## config.mk

```make
export PLATFORM = sky130hd
export DESIGN_NAME = serial_word_feeder
export DESIGN_NICKNAME = d
export VERILOG_FILES = /design/src/rtl/serial_word_feeder.sv
export SDC_FILE = /design/constraint.sdc
export NUM_CORES = 1
export LEC_CHECK = 0
export BUFFER_PORTS_ARGS = -buffer_cell sky130_fd_sc_hd__buf_2
export CORE_UTILIZATION = 25
export DETAILED_ROUTE_END_ITERATION = 7
export MAX_ROUTING_LAYER = met4
export PLACE_DENSITY = 0.46
export SETUP_SLACK_MARGIN = 0.02
export SLEW_MARGIN = 20
export SYNTH_ARGS = -nofsm -noshare
export SYNTH_HDL_FRONTEND = slang
export SYNTH_SLANG_ARGS = --single-unit
```

## constraint.sdc

```tcl
create_clock -name clk -period 1.9 [get_ports clk]
set_clock_uncertainty 0.05 [all_clocks]
set_input_delay 0.19 -clock clk [delete_from_list [all_inputs] [get_ports clk]]
set_output_delay 0.19 -clock clk [all_outputs]
set_load 0.05 [all_outputs]
```

## src/rtl/serial_word_feeder.sv

```systemverilog
// serial_word_feeder: accepts a parallel word and streams it LSB-first behind a one-cycle clear pulse
module serial_word_feeder #(
  parameter int WIDTH = 8
) (
  input  logic             clk,
  input  logic             reset,
  input  logic [WIDTH-1:0] in_data,
  input  logic             in_valid,
  output logic             in_ready,
  output logic             ser_bit,
  output logic             ser_clr,
  output logic             ser_valid,
  output logic             ser_last,
  output logic             busy
);
  localparam int CW = $clog2(WIDTH);
  typedef enum logic [1:0] {IDLE, CLR, SHIFT} state_t;
  state_t           state_q, state_d;
  logic [WIDTH-1:0] shreg_q, shreg_d;
  logic [CW-1:0]    cnt_q, cnt_d;
  logic             ser_bit_q, ser_bit_d, ser_clr_q, ser_clr_d, ser_valid_q, ser_valid_d;
  logic             ser_last_q, ser_last_d, busy_q, busy_d;
  logic             last_bit, accept;
  assign last_bit = state_q == SHIFT && cnt_q == CW'(WIDTH - 1);
  assign in_ready = !reset && (state_q == IDLE || last_bit);
  assign accept   = in_valid && in_ready;
  // Output flops are loaded one cycle ahead, so shreg always holds the bits not yet presented
  always_comb begin
    state_d     = IDLE;
    shreg_d     = shreg_q;
    cnt_d       = cnt_q;
    ser_bit_d   = 1'b0;
    ser_clr_d   = 1'b0;
    ser_valid_d = 1'b0;
    ser_last_d  = 1'b0;
    busy_d      = 1'b0;
    if (accept) begin
      state_d   = CLR;
      shreg_d   = in_data;
      cnt_d     = '0;
      ser_clr_d = 1'b1;
      busy_d    = 1'b1;
    end else if (state_q == CLR || (state_q == SHIFT && !last_bit)) begin
      state_d     = SHIFT;
      cnt_d       = state_q == CLR ? cnt_q : cnt_q + 1'b1;
      shreg_d     = shreg_q >> 1;
      ser_bit_d   = shreg_q[0];
      ser_valid_d = 1'b1;
      ser_last_d  = cnt_d == CW'(WIDTH - 1);
      busy_d      = 1'b1;
    end
  end
  always_ff @(posedge clk) begin
    if (reset) begin
      state_q     <= IDLE;
      shreg_q     <= '0;
      cnt_q       <= '0;
      ser_bit_q   <= 1'b0;
      ser_clr_q   <= 1'b0;
      ser_valid_q <= 1'b0;
      ser_last_q  <= 1'b0;
      busy_q      <= 1'b0;
    end else begin
      state_q     <= state_d;
      shreg_q     <= shreg_d;
      cnt_q       <= cnt_d;
      ser_bit_q   <= ser_bit_d;
      ser_clr_q   <= ser_clr_d;
      ser_valid_q <= ser_valid_d;
      ser_last_q  <= ser_last_d;
      busy_q      <= busy_d;
    end
  end
  assign ser_bit   = ser_bit_q;
  assign ser_clr   = ser_clr_q;
  assign ser_valid = ser_valid_q;
  assign ser_last  = ser_last_q;
  assign busy      = busy_q;
endmodule

```

==> results of run 1 <==
stage by stage:
| stage | cells | utilization (%) | hold slack (ns) | instance area, µm² | setup slack (ns) |
|---|---|---|---|---|---|
| after floorplan | 72 | - | 0.266 | 693 | 0.205 |
| after global placement | 117 | 31.8 | 0.363 | 810 | 0.174 |
| after detailed placement | 117 | 31.8 | 0.360 | 810 | 0.157 |
| after CTS | 121 | 33.2 | 0.0522 | 846 | 0.0947 |
| after global routing | 121 | 34.0 | 0.0510 | 865 | 0.0186 |
| final | 121 | 34.0 | 0.0583 | 865 | 0.122 |
worst max-delay path, delay by kind of cell (launching register included):
kind,cells,cell delay (ns)
buffers and inverters,1,0.21
AND/OR/NAND/NOR,2,0.25
flip-flops,1,0.35
adder cells (fa/ha/maj),2,0.43
worst max-delay path by stage:
stage | slack [ns] | depth (start not counted) | to
detailed placement | 0.16 | 6 | shreg_q[1]
CTS | 0.09 | 5 | in_ready
finish | 0.12 | 5 | in_ready
global route | 0.02 | 5 | in_ready
global placement | 0.17 | 6 | shreg_q[4]
floorplan | 0.20 | 5 | shreg_q[0]
cells by family (layout without fill, tap and decap cells):
kind of cell | count (synthesis) | after routing | share of synthesized area [%]
multiplexers | 1 | 1 | 1.45
AO/OA/AOI/OAI | 20 | 20 | 23.3
AND/OR/NAND/NOR | 28 | 28 | 21.6
adder cells (fa/ha/maj) | 2 | 2 | 3.64
flip-flops | 16 | 16 | 46.5
buffers and inverters | 5 | 24 | 3.45
where the power goes:
group          total, mW  leakage (nW)  switching, mW  internal, mW
Combinational      0.138         0.206         0.0854        0.0526
Clock              0.228        0.0210          0.111         0.117
Sequential         0.368         0.131         0.0127         0.355
Total              0.733         0.358          0.209         0.524
layer usage:
metal  global-route usage, %  vias to the layer above
met2                    18.1                        8
met1                    14.9                      254
met3                    2.50                        2
met5                       -                        -
li1                        -                      294
met4                    7.69                        0
area by class of cell:
| class | count | area, µm² |
|---|---|---|
| Sequential cell | 16 | 320 |
| Timing Repair Buffer | 18 | 97.6 |
| Inverter | 2 | 10.0 |
| Tap cell | 30 | 37.5 |
| Clock buffer | 4 | 36.3 |
| Multi-Input combinational cell | 51 | 363 |
| Fill cell | 283 | 1680 |
cells in the final DEF, fill, tap and decap left out, types with 2 or more instances in the layout:
| master | synthesis | routed |
|---|---|---|
| sky130_fd_sc_hd__a211oi_2 | 4 | 4 |
| sky130_fd_sc_hd__a21oi_1 | 8 | 8 |
| sky130_fd_sc_hd__a22oi_1 | 5 | 5 |
| sky130_fd_sc_hd__buf_2 | 1 | 15 |
| sky130_fd_sc_hd__buf_4 | 1 | 2 |
| sky130_fd_sc_hd__clkbuf_4 | 0 | 4 |
| sky130_fd_sc_hd__dfxtp_1 | 16 | 16 |
| sky130_fd_sc_hd__ha_1 | 2 | 2 |
| sky130_fd_sc_hd__nand2_1 | 7 | 7 |
| sky130_fd_sc_hd__nor2_1 | 11 | 11 |
registers in the layout, summed over array words and instances, names as in the netlist:
signal,count
shreg_q,8
cnt_q,3
state_q,2
busy,1
ser_bit,1
ser_last,1
==> flow_summary_export.csv, run 1 <==
group,metric,value,unit
global_routing,antenna_found_initial,0,
power,power.density_cell_area,848,nW/µm²
power,irDropWorstVdd,0.361,mV
synthesis,count_of_state_elements_after_synthesis,16,
sta,max_clock_freq,0.562,GHz
cts,cts_hold_buf,0,
layout,num_antenna_cells,0,
place,place.gp.congestion,0.688,
synthesis,syn_area_per_cell,9.56,µm²
drt,dr.pass1.iters,4,
cts,cts.path.max_buffers,2,
setup_path,worst_setup_path_end_kind,"primary output",
drt,wl_met1,654,µm
floorplan,design.portCount,17,
setup_path,critical_path_peak_fanout,4,
setup_path,slowest_delay,0.35,ns
drt,per_cell_via_count_in_the_routed_design,4.61,
cts,ctsHtreeMaxLevel,1,
sta,rsz_0062_raised_after_global_routing,"false",
synthesis,synth_warnings,0,
setup_path,startpoint,"cnt_q[0]",
floorplan,die_x,54.5,µm
drt,detailroute.via_count,558,
global_routing,number_of_global_route_vias_before_repair,516,
outcome,run_status,"complete, no violations",
min_path,hold-path-cell-count,2,
floorplan,floorplan.die.height,54.5,µm
drt,dr_wl_met2,660,µm
floorplan,rows,18,
drt,number_of_remaining_drc_errors,0,
min_path,worstHoldPathType,"input port to flop",
drt,ant_nets,0,
drt,post_drt_wl_per_cell,11.4,µm
cts,insertion_delay,0.28,ns
sta,setup-tns-final,0,ns
global_routing,global_route.overflow_total,0,
power,design_power_total,0.733,mW
synthesis,synth_enable_flop_cells,0,
synthesis,synth_top_flop_cell,"sky130_fd_sc_hd__dfxtp_1",
cts,cts-buffers-inserted,3,
setup_path,setup.worst_path.start_class,"flop",
synthesis,yosysTopAreaCell,"sky130_fd_sc_hd__dfxtp_1",
drt,route.top_layer_used,"met4",
setup_path,timing.critical_path.mode_cell,"sky130_fd_sc_hd__ha_1",
synthesis,synth.most_common_cell,"sky130_fd_sc_hd__dfxtp_1",
synthesis,synth.top_cells.by_count,"sky130_fd_sc_hd__dfxtp_1, sky130_fd_sc_hd__nor2_1, sky130_fd_sc_hd__a21oi_1, sky130_fd_sc_hd__nand2_1, sky130_fd_sc_hd__a22oi_1",
floorplan,initial_core_util,27.0,%
setup_path,category_of_the_critical_setup_timing_path,"flop to primary output",
cts,cts_setup_buffers,0,
cts,worst_setup_hold_path_clk_slew,0.10,ns
cts,cts_sinks,16,
synthesis,netlist_instances,72,
drt,route.final.wire_length,1.38,mm
synthesis,leading_post_synthesis_cells_by_cell_area,"sky130_fd_sc_hd__dfxtp_1, sky130_fd_sc_hd__a211oi_2, sky130_fd_sc_hd__nor2_1",
sta,slew_headroom,75.5,%
synthesis,synth_sequential_area_ratio,46.5,%
place,dp.final_hpwl,992,µm
floorplan,die-area,2970,µm²
setup_path,launching_point_of_the_worst_reg2reg_path,"cnt_q[0]",
min_path,whs_endpoint,"shreg_q[7]",
setup_path,r2r_end,"shreg_q[2]",
drt,drt_iter0_drc,10,
min_path,hold_start,"in_data[7]",
setup_path,crit_arrival,1.54,ns
place,io_buffer_count,16,
cts,cts_tree,"built",
sta,finalSetupViolations,0,
sta,timing.final.crit_period,1.78,ns
cts,clock-root-buffer,"sky130_fd_sc_hd__clkbuf_4",
floorplan,coreArea,2540,µm²
power,leakage,0.358,nW
setup_path,critPathSlowestCell,"sky130_fd_sc_hd__dfxtp_1",
setup_path,series_of_cell_instances_along_the_critical_path,"ha_1 > ha_1 > nor2b_1 > nor3_2 > clkbuf_4",
global_routing,grt_start_max_net_pins,16,
synthesis,post-synth-top-area-fraction,46.5,%
layout,num-nets-final,105,
synthesis,synth_area,688,µm²
layout,syn2layout_area_growth,25.6,%
sta,finalHoldViolations,0,
drt,wl_met3,52,µm
job,cap_violations,0,
global_routing,grt_first_pass_wirelength,2.37,mm
setup_path,r2r_cells,7,
setup_path,required_time_of_the_critical_path,1.66,ns
sta,worst-slew-pin-transition,0.366,ns
sta,min_period_over_period,93.6,%
synthesis,synth-async-reset-ratio,0,%
sta,maxSlewViolCount,0,
cts,post_cts_resize_count,0,
synthesis,synth_fp_nets,85,
global_routing,grt_util_all_layers,12.2,%
layout,final_layout_size_suffix_gt1_share,35.2,%
setup_path,r2r_setup_slack,0.18,ns
synthesis,post_synth_num_cell_types,26,
Power figures use the tool's default switching activity.
==> run 2, diff against run 1 <==
--- a/constraint.sdc
+++ b/constraint.sdc
@@ -3,3 +3,3 @@
 set_input_delay 0.19 -clock clk [delete_from_list [all_inputs] [get_ports clk]]
 set_output_delay 0.19 -clock clk [all_outputs]
-set_load 0.05 [all_outputs]
+set_load 0.02 [all_outputs]
==> flow_summary_export.csv, run 2 (synthesized netlist as in run 1, its figures left out) <==
group,metric,value,unit
outcome,run_status,"complete, no violations",
setup_path,timing.critical_path.mode_cell,"sky130_fd_sc_hd__ha_1",
global_routing,global_route.overflow_total,0,
sta,finalSetupViolations,0,
cts,cts_setup_buffers,0,
drt,per_cell_via_count_in_the_routed_design,4.64,
setup_path,cpLargestDelayFamily,"compound AO/OA/AOI/OAI gates",
layout,syn2layout_area_growth,22.5,%
power,irDropWorstVdd,0.402,mV
job,cap_violations,0,
cts,cts_hold_buf,0,
place,place.detailed.instances,117,
setup_path,series_of_cell_instances_along_the_critical_path,"ha_1 > ha_1 > nand2b_1 > a311oi_2 > nand2_1 > a21oi_1",
place,place.gp.congestion,0.668,
global_routing,grt_start_max_net_pins,16,
global_routing,number_of_global_route_vias_before_repair,483,
setup_path,crit_arrival,1.95,ns
power,leakage,0.355,nW
power,power.density_cell_area,841,nW/µm²
floorplan,die-area,2970,µm²
global_routing,grt_first_pass_wirelength,2.12,mm
sta,finalHoldViolations,0,
layout,fin_cells,121,
place,io_buffer_count,16,
floorplan,floorplan.die.height,54.5,µm
setup_path,category_of_the_critical_setup_timing_path,"flop to flop",
cts,cts_sinks,16,
layout,max_flop_register,"shreg_q",
layout,seq_area,320,µm²
layout,area_of_the_multi_input_gates,347,µm²
place,placement.setup.worst_slack,0.159,ns
drt,route.final.wire_length,1.37,mm
sta,setup-tns-final,0,ns
layout,final_layout_size_suffix_gt1_share,34.1,%
sta,timing.final.crit_period,1.78,ns
sta,slew_headroom,71.2,%
cts,cts_tree,"built",
floorplan,coreArea,2540,µm²
layout,mostFrequentLayoutCells,"sky130_fd_sc_hd__dfxtp_1, sky130_fd_sc_hd__buf_2, sky130_fd_sc_hd__nor2_1",
floorplan,die_x,54.5,µm
drt,ant_nets,0,
setup_path,slowest_delay,0.44,ns
layout,num_antenna_cells,0,
floorplan,design.portCount,17,
setup_path,critPathSlowestCell,"sky130_fd_sc_hd__a311oi_2",
layout,num-nets-final,105,
sta,max_clock_freq,0.562,GHz
drt,dr.pass1.iters,4,
sta,maxSlewViolCount,0,
drt,detailroute.via_count,561,
sta,rsz_0062_raised_after_global_routing,"true",
drt,number_of_remaining_drc_errors,0,
global_routing,grt_util_all_layers,10.9,%
global_routing,antenna_found_initial,0,
cts,insertion_delay,0.28,ns
cts,ctsHtreeMaxLevel,1,
drt,post_drt_wl_per_cell,11.3,µm
setup_path,required_time_of_the_critical_path,2.07,ns
sta,worst-slew-pin-transition,0.431,ns
place,dp.final_hpwl,987,µm
min_path,worstHoldPathType,"input port to flop",
power,design_power_total,0.709,mW
cts,worst_setup_hold_path_clk_slew,0.10,ns
layout,reg.largest.list,"shreg_q: 8 flops, cnt_q: 3 flops, state_q: 2 flops",
cts,cts.path.max_buffers,2,
sta,final_worst_setup_slack,0.121,ns
layout,largest_register_ffs,8,
floorplan,initial_core_util,27.0,%
layout,filler_cell_count,280,
cts,clock-root-buffer,"sky130_fd_sc_hd__clkbuf_4",
setup_path,setup.worst_path.start_class,"flop",
setup_path,critical_path_peak_fanout,5,
cts,cts-buffers-inserted,3,
setup_path,worst_setup_path_end_kind,"flop",
drt,drt_iter0_drc,15,
floorplan,rows,18,
sta,min_period_over_period,93.6,%
setup_path,critical_path_buf_inv_count,0,
run 2: changes by cell type in the layout (fill, tap and decap cells not counted), sizes merged:
cell	previous run	this run
buf	17	18
clkbuf	5	4
run 2: path summary, 6_finish.rpt:
kind / cells past startpoint / endpoint / from / slack (ns)
worst min register to register: 2 / shreg_q[0] / shreg_q[0] / 0.41
worst max-delay path: 6 / shreg_q[1] / cnt_q[0] / 0.12
worst max register to register: 6 / shreg_q[1] / cnt_q[0] / 0.12
worst min-delay path: 2 / shreg_q[7] / in_data[7] / 0.07
run 2: through the flow:
step / util (%) / hold WS (ns) / area [µm²]
3_5_place_dp: 31.6 / 0.365 / 805
5_1_grt: 33.1 / 0.0425 / 843
4_1_cts: 33.0 / 0.0629 / 841
2_1_floorplan: - / 0.266 / 688
3_3_place_gp: 31.6 / 0.363 / 805
6_report: 33.1 / 0.0662 / 843
run 2: per-layer routing:
metal  up-vias  share of wire (%)  global-route usage (%)
met4         0                1.0                    6.41
met5         -                  0                       -
met2         6                 47                    15.9
met1       256                 50                    13.5
li1        297                  -                       -
met3         2                2.5                    2.50
run 2: report_power, final:
group | switching, mW | leakage [nW] | total [mW] | internal (mW)
Combinational | 0.0659 | 0.203 | 0.114 | 0.0482
Clock | 0.111 | 0.0210 | 0.227 | 0.117
Sequential | 0.0125 | 0.131 | 0.368 | 0.355
Total | 0.189 | 0.355 | 0.709 | 0.520
run 2: repair_timing:
action | CTS | global route
hold endpoints to repair | 0 | 0
resized for setup | 0 | 1
endpoints found under the setup margin | 0 | 6
run 2: area by class of cell:
class	count	area share (%)
repair buffers	18	11.3
flip-flops and latches	16	38.0
multi-input cells	51	41.1
inverters	2	0.890
clock buffers	4	4.30
well taps	30	4.45
run 2: worst reg2reg max path, stage by stage, from the launching register on:
cell and delay [ns]:
sky130_fd_sc_hd__dfxtp_1 0.35, sky130_fd_sc_hd__ha_1 0.20, sky130_fd_sc_hd__ha_1 0.23, sky130_fd_sc_hd__nand2b_1 0.20, sky130_fd_sc_hd__a311oi_2 0.44, sky130_fd_sc_hd__nand2_1 0.10
sky130_fd_sc_hd__a21oi_1 0.14
